===== src/rtl/spi_master_pkg.sv =====
// SPI master shared types: FSM states, SPI mode encodings
// and the chip-select index width helper.
package spi_master_pkg;

  typedef enum logic [1:0] {
    ST_IDLE,
    ST_SETUP,
    ST_SHIFT,
    ST_HOLD
  } spi_state_e;

  // Encoded as {cpol, cpha}.
  typedef enum logic [1:0] {
    MODE0 = 2'b00,
    MODE1 = 2'b01,
    MODE2 = 2'b10,
    MODE3 = 2'b11
  } spi_mode_e;

  function automatic int cs_idx_w(input int n);
    return (n > 1) ? $clog2(n) : 1;
  endfunction

endpackage


===== src/rtl/spi_rx_fifo.sv =====
// Receive FIFO for the SPI master; built only when
// SPI_RX_FIFO_EN is defined.
module spi_rx_fifo
  import spi_master_pkg::*;
#(
  parameter int DATA_W = 8,
  parameter int DEPTH  = 4
) (
  input  logic              clock,
  input  logic              reset_n,
  input  logic              push,
  input  logic [DATA_W-1:0] push_data,
  input  logic              pop,
  output logic [DATA_W-1:0] head,
  output logic              valid,
  output logic              overflow
);

  localparam int AW = $clog2(DEPTH);

  logic [DATA_W-1:0] mem_q [DEPTH];
  logic [DATA_W-1:0] mem_d [DEPTH];
  logic [AW-1:0]     wr_q, wr_d, rd_q, rd_d;
  logic [AW:0]       cnt_q, cnt_d;
  logic              ovf_q, ovf_d;
  logic              full, empty, do_push, do_pop;

  assign full     = (cnt_q == (AW+1)'(DEPTH));
  assign empty    = (cnt_q == '0);
  assign do_pop   = pop & ~empty;
  assign do_push  = push & (~full | do_pop);
  assign head     = mem_q[rd_q];
  assign valid    = ~empty;
  assign overflow = ovf_q;

  // A pop frees a slot for a same-cycle push into a full FIFO.
  always_comb begin
    mem_d = mem_q;
    wr_d  = wr_q;
    rd_d  = rd_q;
    cnt_d = cnt_q;
    ovf_d = ovf_q;
    if (do_push) begin
      mem_d[wr_q] = push_data;
      wr_d = wr_q + 1'b1;
    end
    if (do_pop) rd_d = rd_q + 1'b1;
    if (push && !do_push) ovf_d = 1'b1;
    if (do_push && !do_pop) cnt_d = cnt_q + 1'b1;
    if (do_pop && !do_push) cnt_d = cnt_q - 1'b1;
  end

  // FIFO storage and pointers.
  always_ff @(posedge clock) begin
    if (!reset_n) begin
      for (int i = 0; i < DEPTH; i++) mem_q[i] <= '0;
      wr_q  <= '0;
      rd_q  <= '0;
      cnt_q <= '0;
      ovf_q <= 1'b0;
    end else begin
      mem_q <= mem_d;
      wr_q  <= wr_d;
      rd_q  <= rd_d;
      cnt_q <= cnt_d;
      ovf_q <= ovf_d;
    end
  end

endmodule


===== src/rtl/spi_master_engine.sv =====
// Single-frame SPI master, all four modes, programmable divider.
// Define SPI_RX_FIFO_EN to buffer received frames in a FIFO.
module spi_master_engine
  import spi_master_pkg::*;
#(
  parameter int DATA_W     = 8,
  parameter int NUM_CS     = 1,
  parameter int DIV_W      = 8,
  parameter int FIFO_DEPTH = 4
) (
  input  logic                        clock,
  input  logic                        reset_n,
  input  logic [DATA_W-1:0]           writedata,
  input  logic                        write,
  input  logic [cs_idx_w(NUM_CS)-1:0] cs_idx,
  input  logic [DIV_W-1:0]            clk_div,
  input  logic                        cpol,
  input  logic                        cpha,
  input  logic                        keep_cs,
  output logic                        busy,
  output logic [DATA_W-1:0]           readdata,
  output logic                        rx_valid,
  input  logic                        read,
  output logic                        rx_overflow,
  output logic                        SD_CLK,
  output logic                        SD_MOSI,
  input  logic                        SD_MISO,
  output logic [NUM_CS-1:0]           SD_CS
);

  localparam int HW = $clog2(2*DATA_W);
  localparam logic [HW-1:0] HLAST = HW'(2*DATA_W-1);

  spi_state_e        state_q, state_d;
  spi_mode_e         mode_q, mode_d;
  logic [DIV_W-1:0]  cnt_q, cnt_d, div_q, div_d;
  logic [HW-1:0]     hcnt_q, hcnt_d;
  logic [DATA_W-1:0] tx_q, tx_d, rx_q, rx_d;
  logic [NUM_CS-1:0] cs_q, cs_d;
  logic              keep_q, keep_d;
  logic              sclk_q, sclk_d;
  logic              mosi_q, mosi_d;
  logic              busy_q, busy_d;
  logic              tick, edge_hit, lead, deliver;

  assign busy    = busy_q;
  assign SD_CLK  = sclk_q;
  assign SD_MOSI = mosi_q;
  assign SD_CS   = cs_q;
  assign deliver = (state_q == ST_HOLD) && tick;

  // Frame sequencing; an SCLK edge fires at every half-period
  // boundary from SETUP into SHIFT and within SHIFT.
  always_comb begin
    state_d  = state_q;
    mode_d   = mode_q;
    cnt_d    = cnt_q;
    div_d    = div_q;
    hcnt_d   = hcnt_q;
    tx_d     = tx_q;
    rx_d     = rx_q;
    cs_d     = cs_q;
    keep_d   = keep_q;
    sclk_d   = sclk_q;
    mosi_d   = mosi_q;
    busy_d   = busy_q;
    edge_hit = 1'b0;
    lead     = 1'b0;
    tick     = (cnt_q == '0);
    if (state_q != ST_IDLE)
      cnt_d = tick ? div_q : cnt_q - 1'b1;
    unique case (state_q)
      ST_IDLE: if (write) begin
        state_d = ST_SETUP;
        cnt_d   = clk_div;
        div_d   = clk_div;
        mode_d  = spi_mode_e'({cpol, cpha});
        keep_d  = keep_cs;
        cs_d    = ~(NUM_CS'(1) << cs_idx);
        tx_d    = writedata;
        mosi_d  = writedata[DATA_W-1];
        sclk_d  = cpol;
        busy_d  = 1'b1;
      end
      ST_SETUP: if (tick) begin
        state_d  = ST_SHIFT;
        hcnt_d   = '0;
        edge_hit = 1'b1;
        lead     = 1'b1;
      end
      ST_SHIFT: if (tick) begin
        if (hcnt_q == HLAST) begin
          state_d = ST_HOLD;
        end else begin
          hcnt_d   = hcnt_q + 1'b1;
          edge_hit = 1'b1;
          lead     = hcnt_q[0];
        end
      end
      ST_HOLD: if (tick) begin
        state_d = ST_IDLE;
        busy_d  = 1'b0;
        mosi_d  = 1'b1;
        if (!keep_q) cs_d = '1;
      end
      default: state_d = ST_IDLE;
    endcase
    if (edge_hit) begin
      sclk_d = ~sclk_q;
      if (lead != mode_q[0]) begin
        rx_d = {rx_q[DATA_W-2:0], SD_MISO};
      end else if (mode_q[0]) begin
        mosi_d = tx_q[DATA_W-1];
        tx_d   = tx_q << 1;
      end else begin
        mosi_d = tx_q[DATA_W-2];
        tx_d   = tx_q << 1;
      end
    end
  end

  // Frame engine registers.
  always_ff @(posedge clock) begin
    if (!reset_n) begin
      state_q <= ST_IDLE;
      mode_q  <= MODE0;
      cnt_q   <= '0;
      div_q   <= '0;
      hcnt_q  <= '0;
      tx_q    <= '0;
      rx_q    <= '0;
      cs_q    <= '1;
      keep_q  <= 1'b0;
      sclk_q  <= 1'b0;
      mosi_q  <= 1'b1;
      busy_q  <= 1'b0;
    end else begin
      state_q <= state_d;
      mode_q  <= mode_d;
      cnt_q   <= cnt_d;
      div_q   <= div_d;
      hcnt_q  <= hcnt_d;
      tx_q    <= tx_d;
      rx_q    <= rx_d;
      cs_q    <= cs_d;
      keep_q  <= keep_d;
      sclk_q  <= sclk_d;
      mosi_q  <= mosi_d;
      busy_q  <= busy_d;
    end
  end

`ifdef SPI_RX_FIFO_EN
  spi_rx_fifo #(
    .DATA_W (DATA_W),
    .DEPTH  (FIFO_DEPTH)
  ) u_rx_fifo (
    .clock     (clock),
    .reset_n   (reset_n),
    .push      (deliver),
    .push_data (rx_q),
    .pop       (read),
    .head      (readdata),
    .valid     (rx_valid),
    .overflow  (rx_overflow)
  );
`else
  logic [DATA_W-1:0] rdata_q, rdata_d;
  logic              rvalid_q, rvalid_d;
  logic              ovf_q, ovf_d;

  assign readdata    = rdata_q;
  assign rx_valid    = rvalid_q;
  assign rx_overflow = ovf_q;

  // Single holding register; unread data is overwritten.
  always_comb begin
    rdata_d  = rdata_q;
    rvalid_d = rvalid_q;
    ovf_d    = ovf_q;
    if (deliver) begin
      rdata_d  = rx_q;
      rvalid_d = 1'b1;
      if (rvalid_q && !read) ovf_d = 1'b1;
    end else if (read) begin
      rvalid_d = 1'b0;
    end
  end

  // Holding register state.
  always_ff @(posedge clock) begin
    if (!reset_n) begin
      rdata_q  <= '0;
      rvalid_q <= 1'b0;
      ovf_q    <= 1'b0;
    end else begin
      rdata_q  <= rdata_d;
      rvalid_q <= rvalid_d;
      ovf_q    <= ovf_d;
    end
  end
`endif

endmodule

===== config.mk =====
export PLATFORM = sky130hd
export DESIGN_NAME = spi_master_engine
export DESIGN_NICKNAME = d
export VERILOG_FILES = /design/src/rtl/spi_master_pkg.sv /design/src/rtl/spi_rx_fifo.sv /design/src/rtl/spi_master_engine.sv
export SDC_FILE = /design/constraint.sdc
export NUM_CORES = 1
export LEC_CHECK = 0
export BUFFER_PORTS_ARGS = -buffer_cell sky130_fd_sc_hd__buf_2
export CAP_MARGIN = 20
export CORE_ASPECT_RATIO = 0.75
export CORE_MARGIN = 2
export CORE_UTILIZATION = 51
export DETAILED_ROUTE_END_ITERATION = 10
export PLACE_DENSITY = 0.75
export SETUP_SLACK_MARGIN = 0.5
export SYNTH_ARGS = -nofsm -noshare
export SYNTH_HDL_FRONTEND = slang
export SYNTH_SLANG_ARGS = --single-unit

===== constraint.sdc =====
create_clock -name clock -period 1.9 [get_ports clock]
set_input_delay 0.38 -clock clock [delete_from_list [all_inputs] [get_ports clock]]
set_output_delay 0.38 -clock clock [all_outputs]
set_load 0.02 [all_outputs]

-- Word level (Yosys, flattened, before mapping)
Index checks and enable logic that the tools add are counted.
- register bits: 54
- input bits: 25
- output and inout bits: 14
- word-level logic and storage cells: 94
- add/subtract/negate cells: 2
- equality and inequality tests: 12
- shift-type cells: 1
- multiplexer cells: 43
- bitwise operators: 2
- reduce and logical (&&, ||, !) cells: 19
- operators by type and width (kind ; count):
    8-bit 2-to-1 mux ; 8
    1-bit 2-to-1 mux ; 20
    2-bit != test (second input constant) ; 7
    4-bit 2-to-1 mux ; 3
    2-bit nonzero test ; 6
    2-bit 2-to-1 mux ; 5
    1-bit case mux with 2 select lines ; 5
    8-bit zero test ; 1
    2-bit case mux with 4 select lines ; 1
    4-bit case mux with 2 select lines ; 1
    2-bit AND reduction ; 4
    4-bit AND reduction ; 2
    8-bit by 1-bit subtractor with 8-bit output (second input constant) ; 1
    5-bit AND reduction ; 1
    4-bit by 1-bit adder with 4-bit output (second input constant) ; 1
    2-bit == test (second input constant) ; 2
    4-bit == test (second input constant) ; 1
    3-bit AND reduction ; 1
    2-bit by 1-bit == test with 1-bit output (second input constant) ; 1
    1-bit logical AND ; 2
    2-bit zero test ; 1
    1-bit inverter ; 2
    1-bit zero test ; 1
    1-bit != test ; 1
    1-bit by 1-bit left shift with 1-bit output (first input constant) ; 1

-- Depth between registers and ports, before layout
Gate-level depths: netlist of the first run.
- depth after elaboration: 7
- gate-level depth with buffers: 8
- gate-level depth less buffers: 6

-- Least setup slack after synthesis of the first run
Ideal clock, no wire load.
- path type: register to register
- start point: reg state_q[1]
- end point: reg mosi_q, in the netlist SD_MOSI
- library setup time: 0.144 ns
- data arrival time: 1.821 ns
- data required time: 1.756 ns
- path slack: -0.065 ns
- stages on the path, launching flop included: 8
- buffers on the path: 1
- clock period less this slack: 1.965 ns
- cell sequence: dfxtp_1 -> inv_1 -> ha_1 -> and4b_1 -> nor3_1 -> o221a_2 -> buf_2 -> o221ai_1
- word-level cells in the longest chain between the ends: 5
- elaborated cells on any way between the ends: 10
- those cells by class: eq/ne: 4; mux: 5; reduce/logical: 1
- RTL lines (item ; RTL line ; source):
    start, declared ; spi_master_engine.sv:34 ; spi_state_e state_q, state_d;
    start signal, assigned ; spi_master_engine.sv:138 ; state_q <= state_d;
    2-bit == test or 2-bit by 1-bit == test with 1-bit output (tied branches) ; spi_master_engine.sv:72 ; unique case (state_q)
    1-bit case mux with 2 select lines ; spi_master_engine.sv:72 ;
    1-bit != test ; spi_master_engine.sv:110 ; if (lead != mode_q[0]) begin
    1-bit 2-to-1 mux ; spi_master_engine.sv:110 ;
    1-bit 2-to-1 mux * ; spi_master_engine.sv:108 ; if (edge_hit) begin
    end signal, assigned ; spi_master_engine.sv:148 ; mosi_q <= mosi_d;
    end, declared ; spi_master_engine.sv:42 ; logic mosi_q, mosi_d;
Every way passes the cells marked *; elsewhere a longest branch is shown, timed or not.
A chain may end at the register's enable or synchronous reset.

-- Worst setup path after layout of the first run
- start point: reg cnt_q[1]
- end point: reg rx_q[6]
- word-level cells in the longest chain between the ends: 5
- elaborated cells on any way between the ends: 8
- those cells by class: eq/ne: 1; mux: 5; reduce/logical: 2
- RTL lines (item ; RTL line ; source):
    start, declared ; spi_master_engine.sv:36 ; logic [DIV_W-1:0] cnt_q, cnt_d, div_q, div_d;
    start signal, assigned ; spi_master_engine.sv:140 ; cnt_q <= cnt_d;
    8-bit zero test * ; spi_master_engine.sv:69 ; tick = (cnt_q == '0);
    1-bit 2-to-1 mux (on tied branches) ; spi_master_engine.sv:91, spi_master_engine.sv:85 ;
    1-bit case mux with 2 select lines ; spi_master_engine.sv:72 ;
    1-bit != test ; spi_master_engine.sv:110 ;
    2-bit AND reduction (no line) * ; - ;
    end signal, assigned ; spi_master_engine.sv:144 ; rx_q <= rx_d;
    end, declared ; spi_master_engine.sv:38 ; logic [DATA_W-1:0] tx_q, tx_d, rx_q, rx_d;
Marks and branches as above.

==> flow_summary.json, run 1 <==
{
  "ios": 39,
  "routed.top_layer": "met4",
  "yosysWarnings": 0,
  "worstPathRequired_ns": 2.14,
  "cts_tree": "done",
  "numCtsBuffers": 5,
  "critical_path.endpoint_type": "register",
  "row_count": 23,
  "clk_pin_slew_worst_paths_ns": 0.10,
  "ant_nets": 0,
  "chipHeight_um": 67.6,
  "fmax_mhz": 564,
  "finalMaxSlewViolations": 0,
  "placed_cell_area_um2": 3250,
  "relSlewSlack_pct": 66.4,
  "rsz0062_at_grt": "yes",
  "synth_top_cell_area_share_pct": 39.4,
  "netlist_instances": 320,
  "swShare_pct": 41.8,
  "portBuffers": 38,
  "hold_viol": 0,
  "synth_ff_type": "dfxtp_1",
  "multi_input_area_um2": 1870,
  "cts_sinks": 54,
  "worstMarginPinSlew_ns": 0.501,
  "drt-total-wl_um": 7970,
  "vias_per_cell": 5.75,
  "final_area_um2": 3860,
  "wl_met1_um": 3580,
  "clock_skew_ns": 0.0147,
  "hold_class": "primary input to register",
  "die_w_um": 88.7,
  "period_needed_ns": 1.77,
  "grt-ovfl-total": 0,
  "setup_ws_ns": 0.125,
  "status": "finished clean",
  "dp_hpwl_um": 4750,
  "slowest_delay_ns": 0.36,
  "dieArea_um2": 5990,
  "grtUsageTotal_pct": 27.8,
  "synth_top_cell_by_area": "dfxtp_1",
  "seq_power_share_pct": 26.1,
  "powerDensity_nw_per_um2": 1600,
  "syn-num-nets": 352,
  "synth-seq-area-share_pct": 39.4,
  "period_share_pct": 93.4,
  "worstSetupPathType": "register to register",
  "clock_latency_ns": 0.32,
  "layout.nets": 430,
  "ctsHoldBuffers": 0,
  "start_kind": "register",
  "p_sw_mw": 2.58,
  "synth_area_um2": 2750,
  "clk_path_buf_depth": 2,
  "intPower_mw": 3.59,
  "coreArea_um2": 5270,
  "seq_area_um2": 1100,
  "ys_ff_latch": 54,
  "grt_pass1_wl_um": 12800,
  "dr.first_iter.drc_count": 220,
  "grt_pass1_vias": 2637,
  "start_util_pct": 52.2,
  "via_count": 2726,
  "setup_viol": 0,
  "syn_avg_cell_area_um2": 8.58,
  "maxCapViolCount": 0,
  "critPathSlowestCell": "dfxtp_4",
  "dr.pass1.iters": 4,
  "crit_path_max_fanout": 8,
  "gp_congestion": 0.890,
  "combPwrFrac_pct": 62.6,
  "antenna_found_initial": 0,
  "grt_max_degree": 31,
  "ys_top_cells_by_area": "dfxtp_1, nand2_1, mux2i_1, a21oi_1, mux2_2",
  "wl_per_cell_um": 16.8,
  "synth_edf_count": 0,
  "nFillCells": 354,
  "dp_slack_ns": -0.0732,
  "route.met3.wl_um": 378,
  "drc_errors": 0,
  "root_buffer": "clkbuf_8",
  "synth_cell_types": 52,
  "areaGrowthSynthToFinish_pct": 40.5,
  "synth-async-reset-ratio_pct": 0,
  "ir_drop_uv": 1030,
  "num_antenna_cells": 0,
  "drive_above_1_share_pct": 45.1,
  "tns_ns": 0,
  "p_clk_share_pct": 11.3,
  "path_cells": "inv_4, ha_4, nor3b_4, nand3_4, nor4_4, buf_12, mux2i_1",
  "cts_max_level": 2,
  "wl_met2_um": 3950,
  "p_leak_nw": 1.47,
  "cp.arrival_ns": 2.02
}
[per-layer routing]
layer | vias to the layer above | global-route usage (%)
met2 | 87 | 45.5
li1 | 1303 | -
met1 | 1327 | 36.7
met4 | 0 | 9.85
met3 | 9 | 5.50
met5 | - | 0
[worst paths after layout]
kind,from,end,slack (ns),depth (start not counted)
max,cnt_q[1],rx_q[6],0.13,7
min reg2reg,readdata[6],readdata[6],0.45,2
min,keep_cs,keep_q,0.29,3
max reg2reg,cnt_q[1],rx_q[6],0.13,7
[worst max-delay path: cells and delay by family (launching register included)]
| kind | cells | cell delay, ns |
|---|---|---|
| AND/OR/NAND/NOR | 3 | 0.76 |
| flip-flops | 1 | 0.36 |
| multiplexers | 1 | 0.19 |
| buffers and inverters | 2 | 0.24 |
| adder cells (fa/ha/maj) | 1 | 0.15 |
[power by group through the flow]
stage	sequential, mW	combinational (mW)	clock [mW]
3_3_place_gp	1.61	2.35	0
4_1_cts	1.59	3.24	0.707
5_1_grt	1.63	4.08	0.751
3_5_place_dp	1.63	2.41	0
2_1_floorplan	1.58	1.81	0
6_report	1.61	3.87	0.701
[cell type report]
type,count,share of cell area [%]
clock buffer,6,2.14
clock inverter,2,0.389
inverter,7,0.811
multi-input combinational,241,48.5
sequential,54,28.6
tap,75,2.43
timing repair buffer,89,17.1
[state kept, by name (all words and copies together), names as in the netlist]
name	count
SD_MOSI	1
cnt_q	8
state_q	2
div_q	8
SD_CS	1
rx_overflow	1
mode_q	1
rx_valid	1
readdata	8
keep_q	1
SD_CLK	1
rx_q	8
busy	1
hcnt_q	4
tx_q	8
[cell usage after synthesis, types with 3 or more instances]
| cell | n |
|---|---|
| ha_1 | 7 |
| dfxtp_1 | 54 |
| nor3_1 | 7 |
| nand3_1 | 13 |
| mux2i_1 | 21 |
| a21oi_1 | 37 |
| nor2b_1 | 4 |
| nand2_1 | 66 |
| a31oi_1 | 5 |
| o211ai_1 | 4 |
| o21ai_0 | 14 |
| inv_1 | 5 |
| nor2_1 | 9 |
| clkbuf_1 | 12 |
| mux2_2 | 11 |
| o21a_1 | 3 |
[stage by stage]
step                      power (mW)  cells  hold WS (ns)  utilization (%)
after floorplan                 3.38    320         0.433                -
after global placement          3.96    438         0.436             61.7
after detailed placement        4.04    438         0.443             61.7
after CTS                       5.53    463         0.292             70.2
after global routing            6.47    474         0.284             73.2
final                           6.18    474         0.294             73.2
[what timing repair did]
item                                    in CTS  in global routing
pin swaps                                   21                 10
endpoints found under the hold margin        0                  0
gates resized for setup                     48                 19
gates cloned                                 3                  0
buffers inserted                            14                 11
endpoints found under the setup margin      54                 54
[cells by family after synthesis]
logic type	Yosys count	synth area share, %
AND/OR/NAND/NOR	119	21.7
AO/OA/AOI/OAI	79	18.1
flip-flops	54	39.4
multiplexers	32	12.2
buffers and inverters	27	4.78
adder cells (fa/ha/maj)	7	3.19
XOR/XNOR	2	0.638
[placed cells by master (no fill, tap or decap), types with 4 or more instances in the layout]
cell type,n
dfxtp_4,5
nand3_2,9
ha_4,4
a21oi_2,9
o21ai_0,6
mux2_2,10
nor3_1,4
a31oi_1,5
nor2_1,9
buf_4,37
buf_2,38
clkbuf_8,6
dfxtp_1,46
nor2b_1,4
o21ai_2,5
o211ai_1,4
a21oi_1,26
nand2_1,64
buf_6,11
mux2i_1,21
No activity file was read; power rests on OpenSTA's default activity.
==> run 2: changes to the inputs <==
Settings changed: CORE_ASPECT_RATIO 0.75 to 1.4, REMOVE_ABC_BUFFERS from default to 1.
==> run 2 against run 1 <==
Against the previous run:
- total power is 0.70% higher
- global-route usage grew 0.91 points
- clock power fell by 2%
- critical endpoint is now rx_q[5]
- flip-flop and latch count stayed put
- highest routed layer unchanged
- setup slack worse by 0.086 ns
- first-iteration DRC count down 28%
- count of clock-buffer cells in the layout shrank 1
- hold slack got worse by 0.0084 ns
- maximum frequency decreased by 4.6%
- clock skew fell by 0.0085 ns
==> flow_summary.json, run 2 (synthesized netlist as in run 1, its figures left out) <==
{
  "status": "finished clean",
  "dieArea_um2": 6000,
  "finalMaxSlewViolations": 0,
  "relSlewSlack_pct": 67.7,
  "areaGrowthSynthToFinish_pct": 44.4,
  "clock_latency_ns": 0.33,
  "rr_worst_depth": 8,
  "grt-ovfl-total": 0,
  "worstMarginPinSlew_ns": 0.484,
  "drc_errors": 0,
  "grt_pass1_wl_um": 13500,
  "period_share_pct": 97.9,
  "root_buffer": "clkbuf_8",
  "ant_nets": 0,
  "dr.first_iter.drc_count": 159,
  "grt_max_degree": 35,
  "clock_skew_ns": 0.00628,
  "layout.nets": 439,
  "start_util_pct": 52.8,
  "vias_per_cell": 5.98,
  "via_count": 2834,
  "powerDensity_nw_per_um2": 1570,
  "layout_commonest_cell": "nand2_1",
  "worstSetupPathType": "register to register",
  "grtUsageTotal_pct": 28.7,
  "num_antenna_cells": 0,
  "drive_above_1_share_pct": 47.3,
  "start_kind": "register",
  "min_path_cells": 3,
  "chipHeight_um": 90.8,
  "drt-total-wl_um": 8980,
  "gp_congestion": 0.871,
  "row_count": 31,
  "ir_drop_uv": 1250,
  "p_leak_nw": 1.53,
  "antenna_found_initial": 0,
  "clk_pin_slew_worst_paths_ns": 0.11,
  "clk_path_buf_depth": 2,
  "cts_tree": "done",
  "portBuffers": 38,
  "wl_per_cell_um": 19.0,
  "setup_viol": 0,
  "coreArea_um2": 5200,
  "critical_path.endpoint_type": "register",
  "hold_viol": 0,
  "setup_ws_ns": 0.0398,
  "rsz0062_at_grt": "yes",
  "worstPathRequired_ns": 2.15,
  "numCtsBuffers": 5,
  "dp_slack_ns": -0.0146,
  "layout_common_cells": "nand2_1, dfxtp_1, buf_2",
  "dp_hpwl_um": 4780,
  "period_needed_ns": 1.86,
  "dr.pass1.iters": 5,
  "grt_pass1_vias": 2911,
  "cts_sinks": 54,
  "hold_class": "primary input to register",
  "die_w_um": 66.0,
  "crit_path_max_fanout": 8,
  "cp.arrival_ns": 2.11,
  "cts_max_level": 2,
  "maxCapViolCount": 0,
  "fmax_mhz": 538,
  "ios": 39,
  "p_total_mw": 6.22
}
run 2: changes by cell type in the layout (fill, tap and decap cells not counted), sizes merged:
cell	delta
and2	+1
clkinvlp	+1
nand3	-1
o221a	-1
clkbuf	-1
buf	+10
inv	-1
clkinv	+1
run 2: final cells by class:
class,instances,area [um2]
clock buffer,5,68.8
clock inverter,3,25.0
fill,334,1230
inverter,7,26.3
multi-input combinational,240,1890
sequential,54,1090
tap,66,82.6
timing repair buffer,99,779
run 2: path summary, 6_finish.rpt:
check | slack (ns) | end | startpoint
worst min register to register | 0.46 | readdata[7] | readdata[7]
worst min-delay path | 0.29 | rx_q[0] | SD_MISO
worst max-delay path | 0.04 | rx_q[5] | state_q[1]
worst max register to register | 0.04 | rx_q[5] | state_q[1]
run 2: critical path: stages, from the launching register on:
cell     delay, ns
dfxtp_2       0.34
inv_2         0.07
ha_4          0.13
and4b_1       0.24
o21a_1        0.21
buf_6         0.12
nor4_4        0.30
buf_12        0.17
mux2i_1       0.20
run 2: metal layers:
layer	wire length, um	global-route usage, %	up-vias
met3	489	5.99	33
met2	5000	52.7	133
met1	3060	28.7	1352
met4	436	16.5	0
met5	0	0	-
li1	-	-	1316
run 2: per-stage QoR:
step           instances  util, %  hold WS (ns)  setup TNS [ns]  instance area, um2
5_1_grt              474     76.3         0.310         -0.0166                3970
3_3_place_gp         435     60.8         0.439               0                3160
3_5_place_dp         435     60.8         0.449         -0.0338                3160
6_report             474     76.3         0.286               0                3970
2_1_floorplan        300        -         0.433           -1.22                2640
4_1_cts              462     72.7         0.293               0                3780
run 2: repair_timing:
item / 4_1_cts / 5_1_grt
hold buffers: 0 / 0
cloned: 3 / 0
setup endpoints to repair: 54 / 53
gates resized for setup: 95 / 25
setup buffers: 16 / 12
pin swaps: 46 / 23
run 2: report_power, final:
group	internal, mW	total (mW)	switching, mW
clock network	0.267	0.686	0.419
logic	1.99	3.97	1.98
registers	1.35	1.57	0.223
==> run 3: changes to the inputs <==
Settings changed: CORE_UTILIZATION 51 to 35, PLACE_DENSITY 0.75 to 0.54.
==> run 3 against run 2 <==
Against the previous run:
- sequential share of layout area shrank 0.27 points
- sequential power shrank 4%
- cell area grew 0.88%
- utilization shrank 24 points
- combinational power grew 3%
- setup slack gained 0.13 ns
- flip-flop and latch count is the same
- total power grew 1.2%
- maximum frequency grew 7.5%
- non-clock buffer count grew 5
- critical endpoint is now readdata[0]
==> flow_summary.json, run 3 (synthesized netlist as in run 1, its figures left out) <==
{
  "status": "finished clean",
  "root_buffer": "clkbuf_8",
  "layout.nets": 444,
  "swShare_pct": 41.0,
  "clk_pin_slew_worst_paths_ns": 0.11,
  "clk_path_buf_depth": 2,
  "cts_max_level": 2,
  "ctsHoldBuffers": 0,
  "grt_pass1_wl_um": 12400,
  "row_count": 38,
  "relSlewSlack_pct": 69.5,
  "worstSetupPathType": "register to register",
  "period_share_pct": 91.1,
  "hold_viol": 0,
  "fmax_mhz": 578,
  "clock_skew_ns": 0.00852,
  "p_clk_share_pct": 11.3,
  "clock_latency_ns": 0.32,
  "cts_sinks": 54,
  "worstPathRequired_ns": 2.16,
  "seq_power_share_pct": 24.1,
  "chipHeight_um": 109,
  "combPwrFrac_pct": 64.7,
  "seq_area_um2": 1090,
  "critical_path.endpoint_type": "register",
  "layout_commonest_cell": "nand2_1",
  "start_util_pct": 35.7,
  "placed_cells": 469,
  "period_needed_ns": 1.73,
  "ir_drop_uv": 832,
  "finalMaxSlewViolations": 0,
  "maxCapViolCount": 0,
  "multi_input_area_um2": 1870,
  "vias_per_cell": 5.24,
  "wl_per_cell_um": 15.9,
  "ios": 39,
  "dr.first_iter.drc_count": 119,
  "die_w_um": 78.9,
  "setup_viol": 0,
  "ant_nets": 0,
  "nFillCells": 746,
  "via_count": 2690,
  "grtUsageTotal_pct": 18.4,
  "hold_class": "primary input to register",
  "p_sw_mw": 2.58,
  "areaGrowthSynthToFinish_pct": 45.7,
  "coreArea_um2": 7700,
  "num_antenna_cells": 0,
  "utilization_pct": 51.9,
  "layout_common_cells": "nand2_1, dfxtp_1, buf_4",
  "tns_ns": 0,
  "drc_errors": 0,
  "layoutNonFillerInstCount": 513,
  "dp_hpwl_um": 5230,
  "start_kind": "register",
  "rsz0062_at_grt": "yes",
  "cp.arrival_ns": 1.99,
  "worstMarginPinSlew_ns": 0.458,
  "grt-ovfl-total": 0,
  "crit_path_max_fanout": 8,
  "numCtsBuffers": 5,
  "dr.pass1.iters": 4,
  "drt-total-wl_um": 8140,
  "gp_congestion": 0.830,
  "grt_max_degree": 35,
  "intPower_mw": 3.71,
  "p_leak_nw": 1.55,
  "dieArea_um2": 8580,
  "cts_tree": "done",
  "powerDensity_nw_per_um2": 1570,
  "drive_above_1_share_pct": 47.0,
  "grt_pass1_vias": 2561,
  "portBuffers": 38,
  "antenna_found_initial": 0
}
[run 3: changes by cell type in the layout (fill, tap and decap cells not counted), sizes merged]
cell,previous run,this run
inv,6,7
o221a,2,3
buf,99,104
and2,3,2
clkinvlp,1,0
[run 3: timing repair]
action | in CTS | in global routing
buffers inserted | 18 | 15
setup endpoints to repair | 54 | 54
pin swaps | 33 | 33
cloned | 1 | 2
resized for setup | 72 | 48
[run 3: critical path: stages, from the launching register on]
cell and delay, ns:
dfxtp_2 0.34, or4_4 0.59, nor2_4 0.27, buf_6 0.19, buf_4 0.11, nand3_2 0.05, a21oi_1 0.12
[run 3: path summary, 6_finish.rpt]
path                from     endpoint  slack [ns]  cells past startpoint
max             cnt_q[3]  readdata[0]        0.17                      6
min                 cpha    mode_q[0]        0.30                      3
max reg2reg     cnt_q[3]  readdata[0]        0.17                      6
min reg2reg  readdata[2]  readdata[2]        0.46                      2
[run 3: through the flow]
step / hold slack, ns / area, um2 / power [mW] / worst slack, ns
2_1_floorplan: 0.433 / 2640 / 3.01 / -0.0939
3_3_place_gp: 0.441 / 3190 / 3.90 / 0.00912
3_5_place_dp: 0.444 / 3190 / 3.93 / -0.0297
4_1_cts: 0.297 / 3670 / 5.55 / 0.154
5_1_grt: 0.286 / 4000 / 6.67 / 0.0942
6_report: 0.299 / 4000 / 6.29 / 0.170
[run 3: layout make-up]
| cell class | count | area share (%) |
|---|---|---|
| repair buffers | 104 | 19.6 |
| inverters | 7 | 0.719 |
| clock buffers | 5 | 1.72 |
| flip-flops and latches | 54 | 27.3 |
| well taps | 100 | 3.13 |
| clock inverters | 3 | 0.719 |
| multi-input cells | 240 | 46.8 |
[run 3: layer usage]
metal	track usage, %	up-vias	share of wire (%)
li1	-	1330	-
met1	20.7	1299	41
met2	34.5	51	54
met3	2.40	10	2.8
met4	7.64	0	1.8
met5	0	-	0
[run 3: power by group through the flow]
stage	Combinational [mW]	Clock (mW)	Sequential [mW]
6_report	4.07	0.710	1.51
3_5_place_dp	2.44	0	1.49
4_1_cts	3.32	0.728	1.50
3_3_place_gp	2.42	0	1.49
5_1_grt	4.36	0.767	1.54
2_1_floorplan	1.46	0	1.55
